## src/rtl/fb_write_arbiter_if.sv

```systemverilog
// rtl/fb_write_arbiter_if.sv - requester/grant and frame buffer write bundle for fb_write_arbiter
interface fb_write_arbiter_if;
  // painting side
  logic        paint_en;
  logic        clear_start;
  logic [23:0] clear_rgb;
  logic        req0;
  logic        req1;
  logic [10:0] x0;
  logic [10:0] x1;
  logic [10:0] y0;
  logic [10:0] y1;
  logic [23:0] rgb0;
  logic [23:0] rgb1;
  logic        gnt0;
  logic        gnt1;
  // frame buffer side
  logic        wr_en;
  logic [10:0] wr_x;
  logic [10:0] wr_y;
  logic [7:0]  wr_r;
  logic [7:0]  wr_g;
  logic [7:0]  wr_b;
  logic        clearing;
  logic        clear_done;
  logic        drop;

  modport master (
    output paint_en, clear_start, clear_rgb,
    output req0, req1, x0, x1, y0, y1, rgb0, rgb1,
    input  gnt0, gnt1,
    input  wr_en, wr_x, wr_y, wr_r, wr_g, wr_b,
    input  clearing, clear_done, drop
  );

  modport slave (
    input  paint_en, clear_start, clear_rgb,
    input  req0, req1, x0, x1, y0, y1, rgb0, rgb1,
    output gnt0, gnt1,
    output wr_en, wr_x, wr_y, wr_r, wr_g, wr_b,
    output clearing, clear_done, drop
  );
endinterface

```

## src/rtl/fb_write_arbiter.sv

```systemverilog
// rtl/fb_write_arbiter.sv - round-robin write port arbiter with full-screen clear sweeper
module fb_write_arbiter #(
  parameter int W_RES = 640,
  parameter int H_RES = 480
) (
  input  logic                clock,
  input  logic                reset,
  fb_write_arbiter_if.slave   bus
);

  typedef enum logic {ARB, CLEAR} state_t;

  localparam logic [10:0] X_LAST = 11'(W_RES - 1);
  localparam logic [10:0] Y_LAST = 11'(H_RES - 1);
  localparam logic [11:0] X_LIM  = 12'(W_RES);
  localparam logic [11:0] Y_LIM  = 12'(H_RES);

  state_t      state;
  logic        last_served;
  logic [10:0] cx;
  logic [10:0] cy;
  logic [23:0] clr_rgb;

  logic        grant_ok;
  logic        pick1;
  logic        xfer;
  logic [10:0] sel_x;
  logic [10:0] sel_y;
  logic [23:0] sel_rgb;
  logic        in_range;

  logic        wr_en_q;
  logic [10:0] wr_x_q;
  logic [10:0] wr_y_q;
  logic [23:0] wr_rgb_q;
  logic        clearing_q;
  logic        clear_done_q;
  logic        drop_q;

  // Grant selection: a lone requester wins, a tie goes to the port not served last.
  // A clear request in the same cycle suppresses both grants.
  always_comb begin
    grant_ok = (state == ARB) && bus.paint_en && !bus.clear_start;
    if (bus.req0 && bus.req1) begin
      pick1 = !last_served;
    end else begin
      pick1 = bus.req1;
    end
    bus.gnt0 = grant_ok && bus.req0 && !pick1;
    bus.gnt1 = grant_ok && bus.req1 && pick1;
    xfer     = bus.gnt0 || bus.gnt1;
    sel_x    = pick1 ? bus.x1   : bus.x0;
    sel_y    = pick1 ? bus.y1   : bus.y0;
    sel_rgb  = pick1 ? bus.rgb1 : bus.rgb0;
    in_range = ({1'b0, sel_x} < X_LIM) && ({1'b0, sel_y} < Y_LIM);
  end

  // Arbiter/sweeper FSM; every buffer-facing output is registered here.
  always_ff @(posedge clock or negedge reset) begin
    if (!reset) begin
      state        <= ARB;
      last_served  <= 1'b1;
      cx           <= '0;
      cy           <= '0;
      clr_rgb      <= '0;
      wr_en_q      <= 1'b0;
      wr_x_q       <= '0;
      wr_y_q       <= '0;
      wr_rgb_q     <= '0;
      clearing_q   <= 1'b0;
      clear_done_q <= 1'b0;
      drop_q       <= 1'b0;
    end else begin
      wr_en_q      <= 1'b0;
      clear_done_q <= 1'b0;
      drop_q       <= 1'b0;
      case (state)
        ARB: begin
          if (bus.clear_start) begin
            state      <= CLEAR;
            clearing_q <= 1'b1;
            clr_rgb    <= bus.clear_rgb;
            cx         <= '0;
            cy         <= '0;
          end else if (xfer) begin
            last_served <= pick1;
            if (in_range) begin
              wr_en_q  <= 1'b1;
              wr_x_q   <= sel_x;
              wr_y_q   <= sel_y;
              wr_rgb_q <= sel_rgb;
            end else begin
              drop_q <= 1'b1;
            end
          end
        end
        CLEAR: begin
          // One raster-order write per cycle; the final pixel also hands the port back.
          wr_en_q  <= 1'b1;
          wr_x_q   <= cx;
          wr_y_q   <= cy;
          wr_rgb_q <= clr_rgb;
          if (cx == X_LAST) begin
            cx <= '0;
            if (cy == Y_LAST) begin
              cy           <= '0;
              clear_done_q <= 1'b1;
              clearing_q   <= 1'b0;
              state        <= ARB;
            end else begin
              cy <= cy + 11'd1;
            end
          end else begin
            cx <= cx + 11'd1;
          end
        end
        default: state <= ARB;
      endcase
    end
  end

  assign bus.wr_en      = wr_en_q;
  assign bus.wr_x       = wr_x_q;
  assign bus.wr_y       = wr_y_q;
  assign bus.wr_r       = wr_rgb_q[23:16];
  assign bus.wr_g       = wr_rgb_q[15:8];
  assign bus.wr_b       = wr_rgb_q[7:0];
  assign bus.clearing   = clearing_q;
  assign bus.clear_done = clear_done_q;
  assign bus.drop       = drop_q;

endmodule

```

## src/flat_wrapper.sv

```systemverilog
// flat-port wrapper written by rule: the top's interface ports become plain ports
module fb_write_arbiter_flat 
#(
  parameter int W_RES = 640,
  parameter int H_RES = 480
)
  (clock, reset, bus_paint_en, bus_clear_start, bus_clear_rgb, bus_req0, bus_req1, bus_x0, bus_x1, bus_y0, bus_y1, bus_rgb0, bus_rgb1, bus_gnt0, bus_gnt1, bus_wr_en, bus_wr_x, bus_wr_y, bus_wr_r, bus_wr_g, bus_wr_b, bus_clearing, bus_clear_done, bus_drop);
  fb_write_arbiter_if bus_i ();
  input  logic clock;
  input  logic reset;
  input wire logic [$bits(bus_i.paint_en)-1:0] bus_paint_en;
  input wire logic [$bits(bus_i.clear_start)-1:0] bus_clear_start;
  input wire logic [$bits(bus_i.clear_rgb)-1:0] bus_clear_rgb;
  input wire logic [$bits(bus_i.req0)-1:0] bus_req0;
  input wire logic [$bits(bus_i.req1)-1:0] bus_req1;
  input wire logic [$bits(bus_i.x0)-1:0] bus_x0;
  input wire logic [$bits(bus_i.x1)-1:0] bus_x1;
  input wire logic [$bits(bus_i.y0)-1:0] bus_y0;
  input wire logic [$bits(bus_i.y1)-1:0] bus_y1;
  input wire logic [$bits(bus_i.rgb0)-1:0] bus_rgb0;
  input wire logic [$bits(bus_i.rgb1)-1:0] bus_rgb1;
  output wire logic [$bits(bus_i.gnt0)-1:0] bus_gnt0;
  output wire logic [$bits(bus_i.gnt1)-1:0] bus_gnt1;
  output wire logic [$bits(bus_i.wr_en)-1:0] bus_wr_en;
  output wire logic [$bits(bus_i.wr_x)-1:0] bus_wr_x;
  output wire logic [$bits(bus_i.wr_y)-1:0] bus_wr_y;
  output wire logic [$bits(bus_i.wr_r)-1:0] bus_wr_r;
  output wire logic [$bits(bus_i.wr_g)-1:0] bus_wr_g;
  output wire logic [$bits(bus_i.wr_b)-1:0] bus_wr_b;
  output wire logic [$bits(bus_i.clearing)-1:0] bus_clearing;
  output wire logic [$bits(bus_i.clear_done)-1:0] bus_clear_done;
  output wire logic [$bits(bus_i.drop)-1:0] bus_drop;
  assign bus_i.paint_en = bus_paint_en;
  assign bus_i.clear_start = bus_clear_start;
  assign bus_i.clear_rgb = bus_clear_rgb;
  assign bus_i.req0 = bus_req0;
  assign bus_i.req1 = bus_req1;
  assign bus_i.x0 = bus_x0;
  assign bus_i.x1 = bus_x1;
  assign bus_i.y0 = bus_y0;
  assign bus_i.y1 = bus_y1;
  assign bus_i.rgb0 = bus_rgb0;
  assign bus_i.rgb1 = bus_rgb1;
  assign bus_gnt0 = bus_i.gnt0;
  assign bus_gnt1 = bus_i.gnt1;
  assign bus_wr_en = bus_i.wr_en;
  assign bus_wr_x = bus_i.wr_x;
  assign bus_wr_y = bus_i.wr_y;
  assign bus_wr_r = bus_i.wr_r;
  assign bus_wr_g = bus_i.wr_g;
  assign bus_wr_b = bus_i.wr_b;
  assign bus_clearing = bus_i.clearing;
  assign bus_clear_done = bus_i.clear_done;
  assign bus_drop = bus_i.drop;
  fb_write_arbiter #(.W_RES(W_RES), .H_RES(H_RES)) u_core (.clock(clock), .reset(reset), .bus(bus_i));
endmodule
```

## config.mk

```make
export PLATFORM = sky130hd
export DESIGN_NAME = fb_write_arbiter_flat
export DESIGN_NICKNAME = d
export VERILOG_FILES = /design/src/rtl/fb_write_arbiter_if.sv /design/src/rtl/fb_write_arbiter.sv /design/src/flat_wrapper.sv
export SDC_FILE = /design/constraint.sdc
export NUM_CORES = 1
export LEC_CHECK = 0
export BUFFER_PORTS_ARGS = -buffer_cell sky130_fd_sc_hd__clkbuf_2
export CORE_MARGIN = 3
export CORE_UTILIZATION = 45
export DETAILED_ROUTE_END_ITERATION = 10
export PLACE_DENSITY = 0.82
export REMOVE_ABC_BUFFERS = 1
export SKIP_LAST_GASP = 1
export SYNTH_ARGS = -nofsm -noshare
export SYNTH_HDL_FRONTEND = slang
export SYNTH_SLANG_ARGS = --single-unit
```

## constraint.sdc

```tcl
create_clock -name clock -period 1.85 [get_ports clock]
set_input_delay 0.0925 -clock clock [delete_from_list [all_inputs] [get_ports clock]]
set_output_delay 0.0925 -clock clock [all_outputs]
set_load 0.01 [all_outputs]
```

==> flow_summary.toml, run 1 <==
[outcome]
status = "complete, but fails checks"
violations = "negative setup slack"

[sta]
fin_crit_ns = 1.919
slew_headroom_pct = 66.22
rsz0062_at_grt = "yes"
min_period_over_period_pct = 103.7
max_freq_mhz = 521.1
drv_slew = 0
worst_pin_slew_ns = 0.5067
skew_ns = 0.01189
worst_slack_ns = -0.06890
hold_violations = 0
setup_viol = 5

[drt]
wirelength_mm = 13.50
wl_per_cell_um = 15.48
vias_per_cell = 5.383
drcViolationCount = 0
drtPass1Iterations = 5
drt_iter0_drc = 246
vias = 4694
antenna_left = 0

[final_layout]
fin_nets = 855
ff_latch_area_um2 = 2455
diodes = 0
syn_to_final_growth_pct = 35.36
num-fill-cells = 891
multi_input_comb_area_um2 = 2257
drive_gt1_share_pct = 32.47

[power_and_ir_drop]
peakVddDrop_mv = 0.3837
total_power_mw = 4.060
p_leak_nw = 3.228
power_density_nw_per_um2 = 621.9

[global_route]
grt_util_met1_pct = 28.23
gr-usage-all-layers_pct = 22.66
antenna_found_initial = 0
grtUsageMet3_pct = 4.639
grt.busiest_layer = "met2"
grt_pass1_wl_mm = 21.35
groute.layer.met2.usage_pct = 38.75
grt_max_degree = 91
grt_pass1_vias = 4595
grt-ovfl-total = 0

[die]
start_util_pct = 46.51
num_io_pins = 174
die_w_um = 109.5
die_height_um = 109.5
coreArea_um2 = 10370
die_area_um2 = 12000
rows = 37

[clocking]
cts_buffer_depth = 2
root_buffer = "clkbuf_8"
cts_tree = "built"
cts_buffers = 9
cts_sinks = 98
cts.clk_slew.worst_paths_ns = 0.09
clock_latency_ns = 0.36
htreeDepth = 3

[logic_synthesis]
synth_cell_type_count = 49
async_reset_ff_share_pct = 100.0
synth_cells = 521
ys_ff_latch = 98
synth_top_area_cell = "dfrtp_1"
synth_edf_count = 0
seq_area_frac_synth_pct = 50.87
netlist_area_um2 = 4823
synthTopCellsByCount = "nand2_1, dfrtp_1, nand3_1"
synth_top_area_share_pct = 50.32
synth_ff_type = "dfrtp_1"
yosysMostFrequentCell = "nand2_1"
synth.avg_cell_area_um2 = 9.258
synth_area_leaders = "dfrtp_1, nand2_1, mux2i_1, o211ai_1, nand3_1"
ys_warn_count = 0

[worst_setup_path]
worstReg2RegStart = "u_core.cx[10]"
r2r_end = "u_core.cy[6]"
start_kind = "register"
reg2reg_depth = 5
crit_fanout = 7
end_kind = "register"
worstPathRequired_ns = 2.11
crit_type = "register to register"
rrSetupSlack_ns = -0.07
worst_ep_arrival_time_ns = 2.18

[flow_run]
drv_cap = 0

[min_path]
min_to = "u_core.wr_rgb_q[7]"
whs_path_depth = 3
hp-class = "primary input to register"
min_from = "bus_rgb0[7]"

[placed_design]
place.gp.congestion = 0.9001
dp_hpwl_mm = 9.373
portBuffers = 173
place_ws_ns = -0.1265
-- how the worst max path moves through the flow --
stage                        from                 end  cells after the start
2_1_floorplan  u_core.last_served  u_core.bus.wr_x[5]                      4
3_3_place_gp         u_core.cx[0]        u_core.cy[6]                      6
3_5_place_dp         u_core.cx[1]        u_core.cy[6]                      6
4_1_cts              u_core.cx[1]        u_core.cy[6]                      7
5_1_grt             u_core.cx[10]        u_core.cy[4]                      6
6_report            u_core.cx[10]        u_core.cy[6]                      5
-- flip-flops by register name, indices dropped and copies added, names as in the netlist --
| signal | flops |
|---|---|
| u_core.bus.clear_done | 1 |
| u_core.last_served | 1 |
| u_core.cx | 11 |
| u_core.bus.clearing | 1 |
| u_core.cy | 11 |
| u_core.bus.wr_en | 1 |
| u_core.clr_rgb | 24 |
| u_core.bus.wr_x | 11 |
| u_core.wr_rgb_q | 24 |
| u_core.bus.drop | 1 |
| u_core.state | 1 |
| u_core.bus.wr_y | 11 |
-- repair_timing --
action,4_1_cts,5_1_grt
hold buffers,25,0
buffers inserted,3,2
endpoints found under the setup margin,13,59
resized for setup,1,11
hold endpoints to repair,54,0
pin swaps,3,6
-- cell type report --
| cell class | count | share of cell area (%) |
|---|---|---|
| flip-flops and latches | 98 | 37.60 |
| multi-input cells | 383 | 34.57 |
| repair buffers | 234 | 22.04 |
| well taps | 136 | 2.606 |
| clock buffers | 13 | 2.281 |
| clock inverters | 3 | 0.6133 |
| inverters | 5 | 0.2875 |
-- cell usage in the layout (no fill, tap or decap), drive strengths merged, types with 2 or more instances in the layout --
cell	count
nand2	142
o22ai	4
nand3	55
or4	2
nor2b	2
xnor2	3
nor2	14
o221ai	2
or3	2
o21ai	23
mux2i	44
clkinv	2
and3	3
buf	36
dfrtp	97
ha	2
and4	2
clkbuf	186
o211ai	42
o31ai	3
dlygate4sd3	25
nand4	5
inv	5
nor4	3
nor3	8
a21oi	8
-- cell families (layout without fill, tap and decap cells) --
logic type,Yosys count,count (layout),share of synthesized area [%]
fa+ha+maj,2,2,0.5187
xor+xnor,4,4,0.7265
mux,44,44,9.131
compound gates,90,90,12.58
simple gates,243,243,22.70
buf+inv,40,255,3.476
flops,98,98,50.87
-- power breakdown --
group | switching [mW] | total (mW) | internal [mW]
registers | 0.0335 | 2.23 | 2.20
logic | 0.217 | 0.458 | 0.241
clock network | 0.711 | 1.37 | 0.661
total | 0.961 | 4.06 | 3.10
-- layer usage --
layer / share of wire [%] / vias up
met3: 6.7 / 22
met5: 0 / -
met2: 50 / 184
li1: - / 2256
met4: 1.9 / 0
met1: 41 / 2232
-- metrics by stage --
step	hold slack, ns	cell area [um^2]	instances	setup TNS, ns	utilization [%]
2_1_floorplan	-0.2031	4674	486	-327.95	-
3_3_place_gp	0.06459	6010	826	0	57.95
3_5_place_dp	0.07365	6010	826	-0.8113	57.95
4_1_cts	0.02149	6474	870	-0.07116	62.43
5_1_grt	0.03525	6529	872	-1.276	62.96
6_report	0.03691	6529	872	-0.2319	62.96
-- critical path, cell delays in order (launching register included) --
cell     delay [ns]
dfrtp_1        0.39
or3_4          0.42
or4_4          0.61
a21oi_2        0.13
nor2_1         0.04
a211o_1        0.23
Note: power is estimated with default switching activity, not from simulation.
==> run 2, diff against run 1 <==
--- a/config.mk
+++ b/config.mk
@@ -8,6 +8,7 @@
 export BUFFER_PORTS_ARGS = -buffer_cell sky130_fd_sc_hd__clkbuf_2
 export CORE_MARGIN = 3
 export CORE_UTILIZATION = 45
+export CTS_CLUSTER_DIAMETER = 150
 export DETAILED_ROUTE_END_ITERATION = 10
 export PLACE_DENSITY = 0.82
 export REMOVE_ABC_BUFFERS = 1
==> constraint.sdc (replaced) <==
create_clock -name clock -period 1.85 [get_ports clock]
set_input_delay 0.0925 -clock clock [delete_from_list [all_inputs] [get_ports clock]]
set_output_delay 0.0925 -clock clock [all_outputs]
set_load 0.05 [all_outputs]
==> run 2 against run 1 <==
  * The flow still finishes with violations (negative setup slack)
  * Clock power about the same
  * Sequential share of layout area is 0.95 points lower
  * Combinational power grew 26%
  * Largest cell class unchanged
==> flow_summary.toml, run 2 (synthesis results as in run 1) <==
[worst_setup_path]
crit_family = "simple AND/OR/NAND/NOR gates"
worstReg2RegStart = "u_core.cx[10]"
reg2reg_depth = 5
critical_path.max_stage_delay_ns = 0.61
crit_type = "register to register"
worstPathCellList = "or3_4 -> or4_4 -> nor4_2 -> a21oi_1 -> o21ai_1"
end_kind = "register"
critical_path_buf_inv_count = 0
start_kind = "register"
crit_fanout = 6
rrSetupSlack_ns = -0.1
r2r_end = "u_core.cy[3]"
cp_slowest_cell = "or4_4"
worst_ep_arrival_time_ns = 2.24
worstPathRequired_ns = 2.15
path_depth = 5

[power_and_ir_drop]
peakVddDrop_mv = 0.4016
p_leak_nw = 3.318
power_density_nw_per_um2 = 624.7

[placed_design]
dp_hpwl_mm = 9.373
place.gp.congestion = 0.9001
dp.cells = 826
portBuffers = 173
postPlaceCellArea_um2 = 6010

[min_path]
hp-class = "primary input to register"
min_from = "bus_rgb0[7]"
min_to = "u_core.wr_rgb_q[7]"
whs_path_depth = 3

[sta]
fin_crit_ns = 1.949
hold_slack_ns = 0.03530
slew_headroom_pct = 64.78
rsz0062_at_grt = "yes"
skew_ns = 0.01004
worst_slack_ns = -0.09870
drv_slew = 0
max_freq_mhz = 513.2
setup_viol = 9
hold_violations = 0
worst_pin_slew_ns = 0.5283
min_period_over_period_pct = 105.3

[final_layout]
reg.largest.list = "u_core.clr_rgb x24, u_core.wr_rgb_q x24"
diodes = 0
layout_commonest_cell = "clkbuf_2"
final_area_um2 = 6698
syn_to_final_growth_pct = 38.86
utilization_pct = 64.59
num-fill-cells = 861
multi_input_comb_area_um2 = 2263
drive_gt1_share_pct = 33.42
fin_nets = 864
ff_latch_area_um2 = 2455
layout_common_cells = "clkbuf_2, nand2_1, dfrtp_1"
fin_cells = 881

[drt]
drt_iter0_drc = 317
vias = 4910
antenna_left = 0
wl_per_cell_um = 17.63
vias_per_cell = 5.573
drcViolationCount = 0
wirelength_mm = 15.54
drtPass1Iterations = 5

[clocking]
htreeDepth = 3
clock_latency_ns = 0.36
cts_tree = "built"
cts_sinks = 98
root_buffer = "clkbuf_8"
cts.clk_slew.worst_paths_ns = 0.09
cts_buffer_depth = 2
cts_buffers = 9

[flow_run]
drv_cap = 0

[global_route]
grt_pass1_vias = 4694
gr-usage-all-layers_pct = 23.56
grt_max_degree = 91
antenna_found_initial = 0
grt_pass1_wl_mm = 22.00
grt-ovfl-total = 0

[die]
coreArea_um2 = 10370
rows = 37
num_io_pins = 174
start_util_pct = 46.51
die_height_um = 109.5
die_w_um = 109.5
die_area_um2 = 12000

[outcome]
violations = "negative setup slack"
status = "complete, but fails checks"
[run 2: cell types whose count changed in the layout (fill, tap and decap cells not counted), sizes merged]
cell,previous run,this run
buf,36,42
bufbuf,0,1
clkbuf,186,188
[run 2: how the worst max path moves through the flow]
stage	startpoint	to	slack (ns)
floorplan	u_core.last_served	u_core.bus.wr_x[5]	-5.69
finish	u_core.cx[10]	u_core.cy[3]	-0.1
global route	u_core.cx[10]	u_core.cy[4]	-0.17
global placement	u_core.cx[0]	u_core.cy[6]	0.001
detailed placement	u_core.cx[1]	u_core.cy[6]	-0.13
CTS	u_core.cx[1]	u_core.cy[6]	-0.04
[run 2: where the power goes]
group	leakage, nW	switching [mW]	internal [mW]
Clock	0.0974	0.716	0.661
Combinational	2.05	0.318	0.258
Sequential	1.17	0.0338	2.20
[run 2: worst min-delay path, stage by stage]
cell,delay (ns)
clkbuf_2,0.07
mux2i_1,0.05
o211ai_1,0.15
[run 2: per-stage QoR]
stage	power [mW]	setup slack (ns)	TNS, ns
finish	4.184	-0.09870	-0.5147
floorplan	2.525	-5.688	-329.22
global route	4.362	-0.1684	-1.359
detailed placement	2.776	-0.1265	-0.8113
CTS	4.206	-0.03582	-0.07035
global placement	2.757	0.001216	0
[run 2: cell type report]
class                           instances  area share [%]
Tap cell                              136           2.541
Multi-Input combinational cell        383           33.79
Clock inverter                          3          0.5978
Inverter                                5          0.2802
Timing Repair Buffer                  243           23.91
Sequential cell                        98           36.65
Clock buffer                           13           2.223
[run 2: per-layer routing]
layer,global-route usage (%),share of wire (%),vias up
li1,-,-,2276
met1,29.11,40,2374
met2,40.19,49,231
met3,4.815,7.9,29
met4,9.795,2.7,0
met5,0,0,-
[run 2: repair_timing]
action | CTS | global route
hold endpoints to repair | 54 | 0
setup buffers | 4 | 5
pin swaps | 3 | 7
cloned | 1 | 4
setup endpoints to repair | 14 | 61
hold buffers | 25 | 0
gates resized for setup | 2 | 17
==> run 3, diff against run 2 <==
--- a/config.mk
+++ b/config.mk
@@ -5,12 +5,12 @@
 export SDC_FILE = /design/constraint.sdc
 export NUM_CORES = 1
 export LEC_CHECK = 0
-export BUFFER_PORTS_ARGS = -buffer_cell sky130_fd_sc_hd__clkbuf_2
 export CORE_MARGIN = 3
-export CORE_UTILIZATION = 45
+export CORE_UTILIZATION = 55
 export CTS_CLUSTER_DIAMETER = 150
 export DETAILED_ROUTE_END_ITERATION = 10
-export PLACE_DENSITY = 0.82
+export DONT_BUFFER_PORTS = 1
+export PLACE_DENSITY = 0.79
 export REMOVE_ABC_BUFFERS = 1
 export SKIP_LAST_GASP = 1
 export SYNTH_ARGS = -nofsm -noshare
==> run 3 against run 2 <==
  * The flow finishes with violations (negative hold slack, negative setup slack)
  * First-iteration DRC count up 1.9%
  * Register-to-register slack better by 0.06 ns
  * Sequential share of layout area up 1.3 points
  * Combinational power down 31%
  * Setup slack better by 0.055 ns
  * Sequential power up 5%
  * Critical path depth up 1
  * Non-clock buffer count down 99
  * Cell count down 15%
  * Clock power up 7%
  * Sequential cell count unchanged
  * Critical path type unchanged
==> flow_summary.toml, run 3 (synthesis results as in run 1) <==
[final_layout]
syn_to_final_growth_pct = 34.22
reg.largest.list = "u_core.clr_rgb x24, u_core.wr_rgb_q x24"
layout_commonest_cell = "nand2_1"
diodes = 0
utilization_pct = 77.24
fin_nets = 765
final_area_um2 = 6474
layout_common_cells = "nand2_1, dlygate4sd3_1, dfrtp_1"
num-fill-cells = 530
drive_gt1_share_pct = 10.37

[placed_design]
dp_hpwl_mm = 8.526
place.gp.congestion = 0.9182
place_ws_ns = -0.03087
portBuffers = 0
postPlaceCellArea_um2 = 5130

[die]
die_area_um2 = 9929
die_w_um = 99.65
rows = 33
num_io_pins = 174
start_util_pct = 57.55
die_height_um = 99.65
coreArea_um2 = 8382

[power_and_ir_drop]
p_leak_nw = 2.856
total_power_mw = 4.214
power_density_nw_per_um2 = 651.0
peakVddDrop_mv = 0.5344

[sta]
fin_crit_ns = 1.893
setup_viol = 3
worst_slack_ns = -0.04348
drv_slew = 0
rsz0062_at_grt = "yes"
hold_violations = 98
worst_pin_slew_ns = 0.5800
max_freq_mhz = 528.1
hold_slack_ns = -0.5912
min_period_over_period_pct = 102.4
slew_headroom_pct = 61.19
skew_ns = 0.01119

[global_route]
grt_pass1_wl_mm = 24.94
grt_pass1_vias = 5045
antenna_found_initial = 0
grt_max_degree = 99
gr-usage-all-layers_pct = 31.86
grt-ovfl-total = 0

[worst_setup_path]
end_kind = "register"
start_kind = "register"
worstPathCellList = "ha_2 -> nand4_1 -> or4_4 -> nor4_1 -> a21oi_1 -> o21ai_1"
crit_fanout = 7
critical_path.max_stage_delay_ns = 0.61
worst_ep_arrival_time_ns = 2.18
worstPathRequired_ns = 2.13
crit_type = "register to register"
cp_slowest_cell = "or4_4"

[clocking]
cts_buffer_depth = 2
cts.clk_slew.worst_paths_ns = 0.09
clock_latency_ns = 0.36
htreeDepth = 3
cts_hold_buf = 106
cts_buffers = 9
root_buffer = "clkbuf_8"
cts_sinks = 98
cts_tree = "built"

[drt]
wl_met3_mm = 1.669
wl_met1_mm = 5.688
drtPass1Iterations = 5
route.met2.wl_mm = 7.909
routed.top_layer = "met4"
drcViolationCount = 0
vias_per_cell = 6.296
drt_iter0_drc = 323
vias = 4728
wirelength_mm = 15.78
antenna_left = 0
wl_per_cell_um = 21.01

[flow_run]
drv_cap = 0

[outcome]
status = "complete, but fails checks"
violations = "negative hold slack, negative setup slack"

[min_path]
hp-class = "primary input to asynchronous set/reset pin"
[run 3: cell type report]
cell class                      instances  area [um^2]  share of cell area (%)
Clock buffer                           13        138.9                   2.145
Inverter                                5        18.77                  0.2899
Multi-Input combinational cell        383         2255                   34.83
Timing Repair Buffer                  144         1408                   21.74
Sequential cell                        98         2455                   37.92
Clock inverter                          3        67.56                   1.044
Tap cell                              105        131.4                   2.029
[run 3: per-stage QoR]
stage	TNS (ns)	instances	hold slack (ns)
finish	-0.1057	751	-0.5912
floorplan	-329.22	486	-0.2031
global route	-0.5361	751	-0.6120
detailed placement	-0.05934	624	-0.2011
CTS	-0.1017	749	-0.6035
global placement	-0.003639	624	-0.2006
[run 3: final timing paths]
path                                   start                   to  slack [ns]  cells past startpoint
hold / removal                         reset   u_core.bus.wr_y[9]       -0.59                      0
hold reg to reg            u_core.clr_rgb[7]    u_core.clr_rgb[7]        0.49                      2
min in group clock              bus_rgb1[10]  u_core.wr_rgb_q[10]           0                      2
setup reg to reg                u_core.cx[1]         u_core.cy[8]       -0.04                      6
max in group asynchronous              reset   u_core.last_served        2.23                      0
setup / recovery                u_core.cx[1]         u_core.cy[8]       -0.04                      6
[run 3: worst max-delay path: cells and delay by family, from the launching register on]
kind                       cells  cell delay, ns
DFF                            1            0.36
adders and majority gates      1            0.19
AOI/OAI and AO/OA              2            0.17
and+or+nand+nor                3            1.09
[run 3: where the power goes]
group,internal [mW],switching [mW]
Combinational,0.242,0.158
Sequential,2.20,0.143
Clock,0.765,0.711
[run 3: what timing repair did]
item | CTS | global route
buffers inserted | 3 | 2
resized for setup | 1 | 11
setup endpoints to repair | 8 | 63
pin swaps | 5 | 7
endpoints found under the hold margin | 167 | 98
[run 3: metal layers]
metal  GRT usage (%)  up-vias
met3           8.345       54
li1                -     2069
met4           13.97        0
met5               0        -
met1           37.25     2258
met2           55.11      347
